===== src/rtl/cpu_run_ctrl_pkg.sv =====
// ----------------------------------------------------------------------------
// cpu_run_ctrl_pkg
// Shared encodings for the CPU run controller: run modes, controller states
// and the helper that maps the raw 2-bit mode input onto a run mode.
// ----------------------------------------------------------------------------
package cpu_run_ctrl_pkg;

    localparam int MODE_W = 2;

    typedef enum logic [MODE_W-1:0] {
        RUN_COUNT = 2'd0,  // run a fixed number of cycles
        RUN_HALT  = 2'd1,  // run until OUT is stable, bounded by the limit
        RUN_STEP  = 2'd2   // one enabled CPU cycle per step request
    } run_mode_e;

    typedef enum logic [2:0] {
        ST_IDLE       = 3'd0,
        ST_RESET_HOLD = 3'd1,
        ST_RUN        = 3'd2,
        ST_STEP       = 3'd3,
        ST_DONE       = 3'd4
    } run_state_e;

    // Encoding 3 is unused and behaves like a fixed-count run.
    function automatic run_mode_e decode_mode(input logic [MODE_W-1:0] raw);
        case (raw)
            2'd1:    return RUN_HALT;
            2'd2:    return RUN_STEP;
            default: return RUN_COUNT;
        endcase
    endfunction

endpackage : cpu_run_ctrl_pkg


===== src/rtl/cpu_run_ctrl_halt_detect.sv =====
// ----------------------------------------------------------------------------
// cpu_halt_detect
// Decides that the CPU has halted when its OUT bus has compared equal to the
// previous sample on HALT_STABLE consecutive sampled cycles.
//   clk_i        clock
//   rst_ni       asynchronous active-low reset
//   clr_i        forget the previous sample and zero the stable count
//   sample_en_i  compare and capture din_i this cycle
//   din_i        CPU OUT bus
//   halted_o     this cycle's compare completes the stable run (combinational)
// ----------------------------------------------------------------------------
module cpu_halt_detect #(
    parameter int DATA_W      = 32,
    parameter int HALT_STABLE = 4
) (
    input  logic              clk_i,
    input  logic              rst_ni,
    input  logic              clr_i,
    input  logic              sample_en_i,
    input  logic [DATA_W-1:0] din_i,
    output logic              halted_o
);

    localparam int                STAB_W   = $clog2(HALT_STABLE + 1);
    localparam logic [STAB_W-1:0] STAB_MAX = STAB_W'(HALT_STABLE);

    logic [DATA_W-1:0] prev_q, prev_d;
    logic              prev_vld_q, prev_vld_d;
    logic [STAB_W-1:0] stable_q, stable_d;
    logic              equal;

    // No valid previous sample means the first sampled cycle never counts as equal.
    assign equal = prev_vld_q && (din_i == prev_q);

    // The cycle whose equal compare would lift the count to HALT_STABLE is the
    // halt cycle, so the controller can leave RUN right after it.
    assign halted_o = sample_en_i && !clr_i && equal && (stable_q >= STAB_MAX - STAB_W'(1));

    // NOTE: every variable gets a default before any branch so no latch is inferred.
    always_comb begin
        prev_d     = prev_q;
        prev_vld_d = prev_vld_q;
        stable_d   = stable_q;
        if (clr_i) begin
            prev_d     = '0;
            prev_vld_d = 1'b0;
            stable_d   = '0;
        end else if (sample_en_i) begin
            prev_d     = din_i;
            prev_vld_d = 1'b1;
            if (!equal) begin
                stable_d = '0;
            end else if (stable_q != STAB_MAX) begin
                stable_d = stable_q + STAB_W'(1);
            end
        end
    end

    // NOTE: sequential state uses non-blocking assignments only.
    always_ff @(posedge clk_i or negedge rst_ni) begin
        if (!rst_ni) begin
            prev_q     <= '0;
            prev_vld_q <= 1'b0;
            stable_q   <= '0;
        end else begin
            prev_q     <= prev_d;
            prev_vld_q <= prev_vld_d;
            stable_q   <= stable_d;
        end
    end

endmodule : cpu_halt_detect


===== src/rtl/cpu_run_ctrl.sv =====
// ----------------------------------------------------------------------------
// cpu_run_ctrl
// Run controller for the pipelined CPU. After start it holds the CPU in reset
// for RESET_HOLD enabled cycles, then runs it in one of three modes: fixed
// cycle count, run-to-halt with a cycle limit, or single step. Reports the
// enabled run-cycle count, done/timeout and the last sampled CPU OUT value.
//   clk_i         clock
//   rst_ni        asynchronous active-low reset
//   start_i       begin a run (accepted in IDLE or DONE)
//   abort_i       return to IDLE from any state
//   mode_i        0 count, 1 halt-detect, 2 single-step, 3 as 0
//   max_cycles_i  run-cycle limit
//   step_i        single-step request, one grant per high cycle
//   cpu_out_i     CPU OUT bus
//   cpu_rst_o     active-high synchronous reset to the CPU
//   cpu_ce_o      CPU clock enable
//   busy_o        run in progress
//   done_o        run finished (level)
//   timeout_o     halt-detect run ended on the limit
//   cycles_o      enabled run cycles since start
//   result_o      CPU OUT on the last enabled run cycle
// ----------------------------------------------------------------------------
module cpu_run_ctrl
    import cpu_run_ctrl_pkg::*;
#(
    parameter int DATA_W      = 32,
    parameter int CNT_W       = 16,
    parameter int RESET_HOLD  = 2,
    parameter int HALT_STABLE = 4
) (
    input  logic              clk_i,
    input  logic              rst_ni,
    input  logic              start_i,
    input  logic              abort_i,
    input  logic [1:0]        mode_i,
    input  logic [CNT_W-1:0]  max_cycles_i,
    input  logic              step_i,
    input  logic [DATA_W-1:0] cpu_out_i,
    output logic              cpu_rst_o,
    output logic              cpu_ce_o,
    output logic              busy_o,
    output logic              done_o,
    output logic              timeout_o,
    output logic [CNT_W-1:0]  cycles_o,
    output logic [DATA_W-1:0] result_o
);

    localparam int                HOLD_W    = $clog2(RESET_HOLD) + 1;
    localparam logic [HOLD_W-1:0] HOLD_LAST = HOLD_W'(RESET_HOLD - 1);

    run_state_e        state_q, state_d;
    run_mode_e         mode_q, mode_d;
    logic [CNT_W-1:0]  max_q, max_d;
    logic [CNT_W-1:0]  cycles_q, cycles_d;
    logic [DATA_W-1:0] result_q, result_d;
    logic [HOLD_W-1:0] hold_q, hold_d;
    logic              timeout_q, timeout_d;
    logic              grant_q, grant_d;

    logic              halt_clr;
    logic              halt_sample;
    logic              halted;
    logic [CNT_W-1:0]  cycles_inc;
    logic              at_limit;

    // cycles_q < max_q whenever it is incremented, so this never wraps.
    assign cycles_inc  = cycles_q + CNT_W'(1);
    assign at_limit    = (cycles_inc == max_q);
    assign halt_sample = (state_q == ST_RUN);

    cpu_halt_detect #(
        .DATA_W      (DATA_W),
        .HALT_STABLE (HALT_STABLE)
    ) u_halt_detect (
        .clk_i       (clk_i),
        .rst_ni      (rst_ni),
        .clr_i       (halt_clr),
        .sample_en_i (halt_sample),
        .din_i       (cpu_out_i),
        .halted_o    (halted)
    );

    always_comb begin
        state_d   = state_q;
        mode_d    = mode_q;
        max_d     = max_q;
        cycles_d  = cycles_q;
        result_d  = result_q;
        hold_d    = hold_q;
        timeout_d = timeout_q;
        grant_d   = 1'b0;
        halt_clr  = 1'b0;

        if (abort_i) begin
            state_d   = ST_IDLE;
            timeout_d = 1'b0;
        end else begin
            case (state_q)
                ST_IDLE, ST_DONE: begin
                    if (start_i) begin
                        state_d   = ST_RESET_HOLD;
                        mode_d    = decode_mode(mode_i);
                        max_d     = max_cycles_i;
                        cycles_d  = '0;
                        result_d  = '0;
                        hold_d    = '0;
                        timeout_d = 1'b0;
                        halt_clr  = 1'b1;
                    end
                end
                ST_RESET_HOLD: begin
                    if (hold_q == HOLD_LAST) begin
                        if (max_q == '0) begin
                            state_d   = ST_DONE;
                            timeout_d = (mode_q == RUN_HALT);
                        end else if (mode_q == RUN_STEP) begin
                            state_d = ST_STEP;
                        end else begin
                            state_d = ST_RUN;
                        end
                    end else begin
                        hold_d = hold_q + HOLD_W'(1);
                    end
                end
                ST_RUN: begin
                    cycles_d = cycles_inc;
                    result_d = cpu_out_i;
                    // Halt is checked first so a halt on the limit cycle is not a timeout.
                    if ((mode_q == RUN_HALT) && halted) begin
                        state_d   = ST_DONE;
                        timeout_d = 1'b0;
                    end else if (at_limit) begin
                        state_d   = ST_DONE;
                        timeout_d = (mode_q == RUN_HALT);
                    end
                end
                ST_STEP: begin
                    if (grant_q) begin
                        cycles_d = cycles_inc;
                        result_d = cpu_out_i;
                        if (at_limit) begin
                            state_d = ST_DONE;
                        end
                    end
                    // A step request is registered into a one-cycle grant so cpu_ce
                    // stays a flop output; requests are dropped once the run ends.
                    grant_d = step_i && (state_d == ST_STEP);
                end
                default: begin
                    state_d = ST_IDLE;
                end
            endcase
        end
    end

    always_ff @(posedge clk_i or negedge rst_ni) begin
        if (!rst_ni) begin
            state_q   <= ST_IDLE;
            mode_q    <= RUN_COUNT;
            max_q     <= '0;
            cycles_q  <= '0;
            result_q  <= '0;
            hold_q    <= '0;
            timeout_q <= 1'b0;
            grant_q   <= 1'b0;
        end else begin
            state_q   <= state_d;
            mode_q    <= mode_d;
            max_q     <= max_d;
            cycles_q  <= cycles_d;
            result_q  <= result_d;
            hold_q    <= hold_d;
            timeout_q <= timeout_d;
            grant_q   <= grant_d;
        end
    end

    // Outputs decode registered state only.
    always_comb begin
        cpu_rst_o = 1'b0;
        cpu_ce_o  = 1'b0;
        busy_o    = 1'b0;
        done_o    = 1'b0;
        case (state_q)
            ST_IDLE: begin
                cpu_rst_o = 1'b1;
            end
            ST_RESET_HOLD: begin
                cpu_rst_o = 1'b1;
                cpu_ce_o  = 1'b1;
                busy_o    = 1'b1;
            end
            ST_RUN: begin
                cpu_ce_o = 1'b1;
                busy_o   = 1'b1;
            end
            ST_STEP: begin
                cpu_ce_o = grant_q;
                busy_o   = 1'b1;
            end
            ST_DONE: begin
                done_o = 1'b1;
            end
            default: begin
                cpu_rst_o = 1'b1;
            end
        endcase
    end

    assign timeout_o = timeout_q;
    assign cycles_o  = cycles_q;
    assign result_o  = result_q;

endmodule : cpu_run_ctrl


===== config.mk =====
export PLATFORM = sky130hd
export DESIGN_NAME = cpu_run_ctrl
export DESIGN_NICKNAME = d
export VERILOG_FILES = /design/src/rtl/cpu_run_ctrl_pkg.sv /design/src/rtl/cpu_run_ctrl_halt_detect.sv /design/src/rtl/cpu_run_ctrl.sv
export SDC_FILE = /design/constraint.sdc
export NUM_CORES = 1
export LEC_CHECK = 0
export ABC_AREA = 1
export BUFFER_PORTS_ARGS = -buffer_cell sky130_fd_sc_hd__buf_2
export CORE_MARGIN = 4
export CORE_UTILIZATION = 51
export DETAILED_ROUTE_END_ITERATION = 12
export PLACE_DENSITY = 0.8
export SLEW_MARGIN = 10
export SYNTH_ARGS = -nofsm -noshare
export SYNTH_HDL_FRONTEND = slang
export SYNTH_SLANG_ARGS = --single-unit
export TNS_END_PERCENT = 30

===== constraint.sdc =====
create_clock -name clk_i -period 1.7 [get_ports clk_i]
set_input_delay 0.34 -clock clk_i [delete_from_list [all_inputs] [get_ports clk_i]]
set_output_delay 0.34 -clock clk_i [all_outputs]
set_load 0.005 [all_outputs]

==> run_results.csv <==
group,metric,value,unit
run_status,outcome,"finished, violations left",
run_status,violations,"negative setup slack",
detailed_routing,wirelength,17030,um
detailed_routing,drc,0,
logic_synthesis,ys_seq_elements,109,
logic_synthesis,yosysTopAreaCellShare,46.99,%
logic_synthesis,synth_compound_area_share,11.23,%
global_routing,grt_antenna_before_repair,0,
power_and_ir_drop,ir_worst_vdd,781.8,uV
logic_synthesis,synth_xor_area_share,1.746,%
global_routing,grt_pass1_wl,27540,um
cts,cts-root-buf,"clkbuf_16",
placed_design,place_hpwl,12970,um
global_routing,track_usage,26.45,%
power_and_ir_drop,power_density,1342,nW/um^2
sta,period_share,118.3,%
critical_path,arrival,2270,ps
logic_synthesis,ys_async_sr_fraction,100.0,%
detailed_routing,vias_per_cell,5.301,
critical_path,worst_ep_required_time,1950,ps
final_layout,area_delta_synth_final,33.99,%
placed_design,numPortBuffers,107,
critical_path,r2r_end,"state_q[0]$_DFFE_PN0P_",
logic_synthesis,yosysTopAreaCell,"dfrtp_1",
final_layout,antenna_cells,0,
detailed_routing,antenna_left,0,
sta,finClkSkew,8.519,ps
logic_synthesis,synth_edf_count,0,
detailed_routing,dr.pass1.iters,6,
sta,setup_viol,10,
power_and_ir_drop,leakage,4.068,nW
logic_synthesis,netlist_instances,784,
cts,cts_buffers,9,
critical_path,crit_fanout,5,
hold_path,worstHoldStart,"mode_i[1]",
floorplanning,core,10980,um^2
critical_path,rrSetupSlack,-310,ps
floorplanning,start_util,52.85,%
sta,maxSlewViolCount,0,
logic_synthesis,avgSynthCellArea,7.403,um^2
logic_synthesis,synthSimpleGateAreaFrac,29.38,%
logic_synthesis,ys_top_cells_by_area,"dfrtp_1, nand2_1, inv_1",
cts,clk_pin_slew,80,ps
sta,fin_crit,2012,ps
critical_path,critPathCaptureType,"flop",
global_routing,grt.overflow.total,0,
floorplanning,die_h,114.7,um
critical_path,worstReg2RegStart,"cycles_o[0]$_DFFE_PN0P_",
detailed_routing,drt_iter0_markers,545,
hold_path,hold_path_class,"input pin to flop",
global_routing,grt_start_max_net_pins,45,
logic_synthesis,yosysUniqueCellTypes,32,
cts,clockBufferDepth,2,
final_layout,drive_above_1_share,30.34,%
sta,rsz0062_at_grt,"true",
cts,cts_sinks,109,
sta,worstMarginPinSlew,471.3,ps
detailed_routing,route.detailed.wl_per_inst,15.05,um
floorplanning,dieArea,13150,um^2
critical_path,reg2regPathDepth,14,
hold_path,min_to,"mode_q[0]$_DFFE_PN0P_",
sta,layout_setup_ws,-311.8,ps
detailed_routing,via_count,6001,
hold_path,holdPathStages,2,
cts,cts_max_level,3,
logic_synthesis,synthesis.nets,844,
logic_synthesis,synthTopCellsByCount,"nand2_1, inv_1, dfrtp_1",
logic_synthesis,synthAdderAreaFrac,1.078,%
logic_synthesis,synth_area,5804,um^2
logic_synthesis,synthFlopType,"dfrtp_1",
critical_path,crit_path_start_kind,"flop",
critical_path,startpoint,"cycles_o[0]$_DFFE_PN0P_",
logic_synthesis,synth_top_family_by_area,"simple AND/OR/NAND/NOR gates",
sta,whs,182.7,ps
flow_run,cap_viol_max_count,0,
sta,hold_viol,0,
final_layout,nNetsFinal,1047,
floorplanning,row_count,38,
logic_synthesis,ys_seq_area_share,46.99,%
final_layout,design_area,7777,um^2
floorplanning,die_x,114.7,um
critical_path,worstSetupPathType,"flop to flop",
logic_synthesis,yosys.cell_count.top_type,"nand2_1",
sta,fmax,0.4971,GHz
placed_design,place_area,7288,um^2
cts,cts_tree,"done",
placed_design,place_congestion,0.9339,
global_routing,grt_pass1_vias,5657,
floorplanning,ios,108,
final_layout,fillCellCount,874,
logic_synthesis,yosysWarnings,0,
logic_synthesis,synth.area.mux_share,0,%
cts,clk_latency,370,ps
sta,slew_headroom,68.58,%
logic make-up after synthesis:
group,count (synthesis)
xor gates and xnor gates,10
AOI/OAI and AO/OA,119
and+or+nand+nor,396
DFF,109
adders and majority gates,5
buffers and inverters,145
what timing repair did:
action | 4_1_cts | 5_1_grt
setup buffers | 4 | 1
hold buffers | 1 | 0
endpoints found under the hold margin | 28 | 0
gates resized for setup | 18 | 57
gates cloned | 0 | 0
endpoints found under the setup margin | 22 | 88
pin swaps | 18 | 33
sequential cells by signal, indices dropped and copies added, names as in the netlist, 2 cells and up:
signal	flops
cycles_o	16
hold_q	2
max_q	16
mode_q	2
result_o	32
state_q	3
u_halt_detect.prev_q	32
u_halt_detect.stable_q	3
worst max path at each step:
stage,end,slack (ps),cells after the start
2_1_floorplan,state_q[0]$_DFFE_PN0P_,-60,17
3_3_place_gp,state_q[0]$_DFFE_PN0P_,-170,17
3_5_place_dp,state_q[0]$_DFFE_PN0P_,-310,14
4_1_cts,state_q[0]$_DFFE_PN0P_,-260,14
5_1_grt,state_q[0]$_DFFE_PN0P_,-510,15
6_report,state_q[0]$_DFFE_PN0P_,-310,14
cell usage in the layout (no fill, tap or decap), types with 4 or more instances in the layout:
cell type,n
nand2_1,217
buf_4,95
clkbuf_16,9
ha_1,4
dfrtp_2,7
o22ai_1,35
dfrtp_1,102
o21ai_0,50
inv_2,11
o21ai_1,22
buf_2,106
nor2_4,9
nand3_1,43
nor2_1,49
a21oi_1,5
nor2_2,11
inv_1,115
xnor2_1,6
nand2_2,24
nand4_1,25
buf_12,6
area by class of cell:
type | instances | area, um^2 | area share (%)
multi-input combinational | 530 | 2700 | 34.72
sequential | 109 | 2736 | 35.18
tap | 140 | 175.2 | 2.252
timing repair buffer | 210 | 1396 | 17.95
clock inverter | 7 | 67.56 | 0.8687
clock buffer | 9 | 225.2 | 2.896
inverter | 127 | 476.7 | 6.129
stage by stage:
stage	power, mW	util, %	cells	worst slack, ps	setup TNS [ps]
CTS	10.22	69.87	1131	-256.9	-1692
floorplan	6.317	-	784	-62.24	-103.4
finish	10.44	70.81	1132	-311.8	-1635
global placement	7.860	66.36	1110	-174.9	-1128
detailed placement	8.021	66.36	1110	-313.0	-1853
global route	11.17	70.81	1132	-514.3	-4109
worst max-delay path, stage by stage, from the launching register on:
cell	delay, ps
dfrtp_2	430
ha_4	180
nand2_4	70
inv_2	60
nand3_1	110
nand2_1	120
nand3_1	70
nand2_1	120
nand4_1	140
nor2_2	170
nand2_2	120
nand2_2	80
nand2_2	70
o21ai_2	110
nand2_1	50
metal layers:
layer / wire length [um] / share of wire (%) / GRT usage (%)
met4: 470 / 2.8 / 8.076
met1: 7287 / 43 / 36.77
met3: 1476 / 8.7 / 5.920
met2: 7800 / 46 / 41.44
met5: 0 / 0 / 0
power by group:
group	internal, mW	switching (mW)
Clock	1.03	1.08
Combinational	1.79	2.60
Sequential	3.41	0.536
Note: power is estimated with default switching activity, not from simulation.
